### src/rtl/ping_pong_counter_gen.sv
// Parametrised sweep/scan counter with four run modes: ping-pong between
// [min,max], wrap-up, wrap-down and hold. Adds a synchronous load, a
// one-cycle bound pulse on reversal or wrap, and a combinational
// invalid-configuration flag.
module ping_pong_counter_gen #(
  parameter int WIDTH  = 8,
  parameter int STEP_W = 4
) (
  input  logic              clk,
  input  logic              rst_n,
  input  logic              enable,
  input  logic              flip,
  input  logic [1:0]        mode,
  input  logic [WIDTH-1:0]  max,
  input  logic [WIDTH-1:0]  min,
  input  logic [STEP_W-1:0] step,
  input  logic              load,
  input  logic [WIDTH-1:0]  load_val,
  output logic [WIDTH-1:0]  out,
  output logic              direction,
  output logic              bound,
  output logic              invalid
);

  typedef enum logic [1:0] {
    PINGPONG  = 2'd0,
    WRAP_UP   = 2'd1,
    WRAP_DOWN = 2'd2,
    HOLD      = 2'd3
  } mode_e;

  mode_e            mode_sel;
  logic [WIDTH:0]   s_ext;
  logic [WIDTH:0]   up_sum;
  logic [WIDTH:0]   dn_diff;
  logic             dn_under;
  logic [WIDTH-1:0] up_sat;
  logic [WIDTH-1:0] dn_sat;
  logic             load_ok;
  logic             d_eff;
  logic [WIDTH-1:0] out_n;
  logic             dir_n;
  logic             bound_n;

  assign mode_sel = mode_e'(mode);
  assign invalid  = (min >= max) || (out < min) || (out > max);
  assign load_ok  = (min < max) && (load_val >= min) && (load_val <= max);
  assign d_eff    = flip ? ~direction : direction;

  // Saturating step arithmetic in WIDTH+1 bits so the sum/difference can
  // never wrap before being clamped to the bounds.
  always_comb begin
    s_ext    = (step == '0) ? (WIDTH+1)'(1) : (WIDTH+1)'(step);
    up_sum   = {1'b0, out} + s_ext;
    dn_diff  = {1'b0, out} - s_ext;
    dn_under = ({1'b0, out} < s_ext);
    up_sat   = (up_sum > {1'b0, max}) ? max : up_sum[WIDTH-1:0];
    dn_sat   = (dn_under || (dn_diff < {1'b0, min})) ? min : dn_diff[WIDTH-1:0];
  end

  // Next-state selection: load beats enable; invalid configuration freezes.
  always_comb begin
    out_n   = out;
    dir_n   = direction;
    bound_n = 1'b0;
    if (load) begin
      if (load_ok) out_n = load_val;
    end else if (enable && !invalid) begin
      case (mode_sel)
        PINGPONG: begin
          // Reversal is decided on the post-flip direction, so a flip that
          // points outward at a bound still bounces the count inward.
          if (d_eff) begin
            if (out == max) begin
              out_n   = dn_sat;
              dir_n   = 1'b0;
              bound_n = 1'b1;
            end else begin
              out_n = up_sat;
              dir_n = 1'b1;
            end
          end else begin
            if (out == min) begin
              out_n   = up_sat;
              dir_n   = 1'b1;
              bound_n = 1'b1;
            end else begin
              out_n = dn_sat;
              dir_n = 1'b0;
            end
          end
        end
        WRAP_UP: begin
          dir_n = 1'b1;
          if (out == max) begin
            out_n   = min;
            bound_n = 1'b1;
          end else begin
            out_n = up_sat;
          end
        end
        WRAP_DOWN: begin
          dir_n = 1'b0;
          if (out == min) begin
            out_n   = max;
            bound_n = 1'b1;
          end else begin
            out_n = dn_sat;
          end
        end
        default: begin
          out_n = out;
          dir_n = direction;
        end
      endcase
    end
  end

  // State registers with synchronous active-low reset to the lower bound.
  always_ff @(posedge clk) begin
    if (!rst_n) begin
      out       <= min;
      direction <= 1'b1;
      bound     <= 1'b0;
    end else begin
      out       <= out_n;
      direction <= dir_n;
      bound     <= bound_n;
    end
  end

endmodule

### config.mk
export PLATFORM = sky130hd
export DESIGN_NAME = ping_pong_counter_gen
export DESIGN_NICKNAME = d
export VERILOG_FILES = /design/src/rtl/ping_pong_counter_gen.sv
export SDC_FILE = /design/constraint.sdc
export NUM_CORES = 1
export LEC_CHECK = 0
export BUFFER_PORTS_ARGS = -buffer_cell sky130_fd_sc_hd__buf_4
export CELL_PAD_IN_SITES_DETAIL_PLACEMENT = 0
export CELL_PAD_IN_SITES_GLOBAL_PLACEMENT = 1
export CORE_ASPECT_RATIO = 1.5
export CORE_MARGIN = 2
export CORE_UTILIZATION = 44
export CTS_BUF_LIST = sky130_fd_sc_hd__clkbuf_8
export DETAILED_ROUTE_END_ITERATION = 10
export HOLD_SLACK_MARGIN = 0.15
export PLACE_DENSITY_LB_ADDON = 0.1
export SLEW_MARGIN = 15
export SYNTH_ARGS = -nofsm -noshare
export SYNTH_HDL_FRONTEND = slang
export SYNTH_SLANG_ARGS = --single-unit
### constraint.sdc
create_clock -name clk -period 4.7 [get_ports clk]
set_input_delay 0.94 -clock clk [delete_from_list [all_inputs] [get_ports clk]]
set_output_delay 0.94 -clock clk [all_outputs]
set_load 0.01 [all_outputs]
==> flow_metrics.env <==
export IMPL_grt_max_degree=17
export IMPL_synth_flop_cell="edfxtp_1"
export IMPL_finalSetupTns_ps=0
export IMPL_startpoint_type="input port"
export IMPL_grt_pass1_vias=3126
export IMPL_crit_arrival_ps=4410
export IMPL_grt_busiest_layer="met2"
export IMPL_postCtsHoldBufs=0
export IMPL_avgSynthCellArea_um2=8.13
export IMPL_fmax_mhz=227
export IMPL_hpwl_um=8550
export IMPL_initial_core_util_pct=44.8
export IMPL_reg2reg_slack_ps=690
export IMPL_vias=3146
export IMPL_ys_ff_latch=10
export IMPL_worst_path_max_delay_cell="fa_1"
export IMPL_synthesis_instances=355
export IMPL_io_buffers=45
export IMPL_post_cts_resized=0
export IMPL_die_width_um=70.1
export IMPL_drt_iter0_markers=129
export IMPL_yosys_area_top_type="ha_1"
export IMPL_synth_edf_count=8
export IMPL_hold_violations=0
export IMPL_path_cells="buf_4, inv_1, a31o_2, ha_1, inv_1, fa_1, a21oi_1, o21bai_1, nor3_1, xor2_1, ha_1, a21o_1, a221oi_2, o211ai_2, nand2_1, mux2_1, a211o_1"
export IMPL_worst_hold_slack_ps=558
export IMPL_yosys_top_cells_area="ha_1, edfxtp_1, inv_1"
export IMPL_final_min_clock_period_ps=4410
export IMPL_grt_use_met1_pct=31.0
export IMPL_core_area_mm2=0.00644
export IMPL_layout_nets=515
export IMPL_cp_endpoint="out[1]"
export IMPL_ys_async_sr_fraction_pct=0
export IMPL_diodes=0
export IMPL_p_per_area_mw_per_mm2=268
export IMPL_path_class="input port to flop"
export IMPL_ant_nets=0
export IMPL_slew_limit_headroom_pct=61.5
export IMPL_fin_crit_sh_pct=93.9
export IMPL_drc=0
export IMPL_drive_above_1_share_pct=18.3
export IMPL_dieHeight_um=103
export IMPL_crit_path_end_kind="flop"
export IMPL_synth_most_common_cell="ha_1"
export IMPL_syn_num_nets=460
export IMPL_place_congestion=0.928
export IMPL_area_growth_syn_to_layout_pct=18.9
export IMPL_dieArea_mm2=0.00723
export IMPL_peakVddDrop_mv=0.104
export IMPL_power_mw=0.920
export IMPL_gr_usage_met3_pct=2.33
export IMPL_dr_pass1_iters=5
export IMPL_rr_endpoint="out[7]"
export IMPL_drt_total_wl_um=10100
export IMPL_path_clk_slew_ps=60
export IMPL_rows=36
export IMPL_grt_usage_pct=28.5
export IMPL_yosysWarnings=0
export IMPL_post_drt_wl_per_cell_um=20.8
export IMPL_use_met2_pct=54.1
export IMPL_cts_tree="done"
export IMPL_outcome="completed"
export IMPL_clkSinkCount=10
export IMPL_ys_seq_area_share_pct=9.71
export IMPL_cp_startpoint="step[3]"
export IMPL_worst_ep_required_time_ps=4690
export IMPL_grt_overflow=0
export IMPL_grt_pass1_wl_um=15700
export IMPL_cap_viol_max_count=0
export IMPL_worst_pin_slew_ps=577
export IMPL_critPathMaxStageDelay_ps=390
export IMPL_rr_worst_depth=13
export IMPL_place_area_mm2=0.00339
export IMPL_numCtsBuffers=3
export IMPL_skew_ps=2.75
export IMPL_hp_class="flop to flop"
export IMPL_antenna_found_initial=0
export IMPL_setup_viol=0
export IMPL_cts_root_buf="clkbuf_8"
export IMPL_post_cts_buffers=0
export IMPL_synth_common_cells="ha_1, inv_1, a21oi_1"
export IMPL_ys_types=63
export IMPL_rsz0062_at_grt="false"
export IMPL_io_pins=46
export IMPL_cts_buffer_depth=2
export IMPL_p_leak_nw=1.62
export IMPL_fill_cells=661
export IMPL_final_max_slew_viol_count=0
export IMPL_crit_fanout=6
export IMPL_design_area_mm2=0.00343
export IMPL_synth_top_area_share_pct=29.5
export IMPL_netlist_area_mm2=0.00289
export IMPL_h_tree_depth=1
export IMPL_via_per_inst=6.49
export IMPL_worstReg2RegStart="out[1]"
export IMPL_clock_latency_ps=240
[power breakdown]
part	switching, mW	internal [mW]	total (mW)	leakage [nW]
clock	0.0422	0.0578	0.0999	0.0231
sequential	0.0361	0.115	0.151	0.0925
combinational	0.374	0.295	0.669	1.50
[final cells by class]
cell class	instances	area, um^2	share of cell area (%)
well taps	76	95.1	2.77
multi-input cells	304	2450	71.3
clock inverters	1	3.75	0.109
inverters	32	120	3.50
repair buffers	59	443	12.9
flip-flops and latches	10	280	8.17
clock buffers	3	41.3	1.20
[through the flow]
stage	utilization [%]	worst slack [ps]	instances
floorplan	-	297	355
CTS	53.3	296	485
finish	53.3	286	485
detailed placement	52.6	62.0	481
global placement	52.6	156	481
global route	53.3	31.7	485
[cell families after synthesis]
kind of cell,after synthesis,share of synthesized area [%]
AOI/OAI and AO/OA,124,30.7
xor gates and xnor gates,11,3.34
buffers and inverters,41,5.46
and+or+nand+nor,94,18.1
muxes,5,1.82
adders and majority gates,70,30.9
DFF,10,9.71
[worst min path at each step]
stage / slack [ps] / to / from / depth (start not counted)
detailed placement: 550 / direction / direction / 2
global route: 580 / direction / direction / 2
CTS: 560 / direction / direction / 2
global placement: 540 / direction / direction / 2
finish: 560 / direction / direction / 2
floorplan: 550 / direction / direction / 2
[per-layer routing]
layer,vias up,part of all wire [%]
met5,-,0
met4,0,6.0
met3,43,4.8
met2,137,51
met1,1480,38
li1,1486,-
[sequential cells by signal, indices dropped and copies added, names as in the netlist]
register and flops:
bound 1, direction 1, out 8
[placed cells by master, fill, tap and decap left out, types with 3 or more instances in the layout]
| cell type | netlist | final |
|---|---|---|
| nor2_1 | 19 | 19 |
| ha_1 | 68 | 68 |
| buf_4 | 0 | 59 |
| nand4_1 | 12 | 12 |
| clkbuf_8 | 0 | 3 |
| xor2_1 | 4 | 4 |
| a21oi_1 | 22 | 22 |
| nand3_1 | 10 | 10 |
| nand2_1 | 10 | 10 |
| nand2b_1 | 10 | 10 |
| edfxtp_1 | 8 | 8 |
| nor2b_1 | 5 | 5 |
| o21a_1 | 4 | 4 |
| inv_1 | 32 | 32 |
| a21o_1 | 15 | 15 |
| o211ai_1 | 10 | 10 |
| o221ai_1 | 3 | 3 |
| a31o_2 | 3 | 3 |
| o21ai_0 | 16 | 16 |
| a22o_1 | 8 | 8 |
| a2111oi_0 | 3 | 3 |
| nor3_1 | 7 | 7 |
| xnor2_1 | 7 | 7 |
| a221oi_1 | 4 | 4 |
| a31oi_1 | 3 | 3 |
| o22ai_1 | 7 | 7 |
| mux2i_1 | 3 | 3 |
| a211oi_1 | 6 | 6 |
| and3_1 | 4 | 4 |
[worst max-delay path: cells and delay by family]
kind | cells | cell delay (ps)
buffers and inverters | 3 | 240
adders and majority gates | 3 | 840
AOI/OAI and AO/OA | 7 | 1470
and+or+nand+nor | 2 | 350
muxes | 1 | 330
xor gates and xnor gates | 1 | 230
Power figures use the tool's default switching activity.
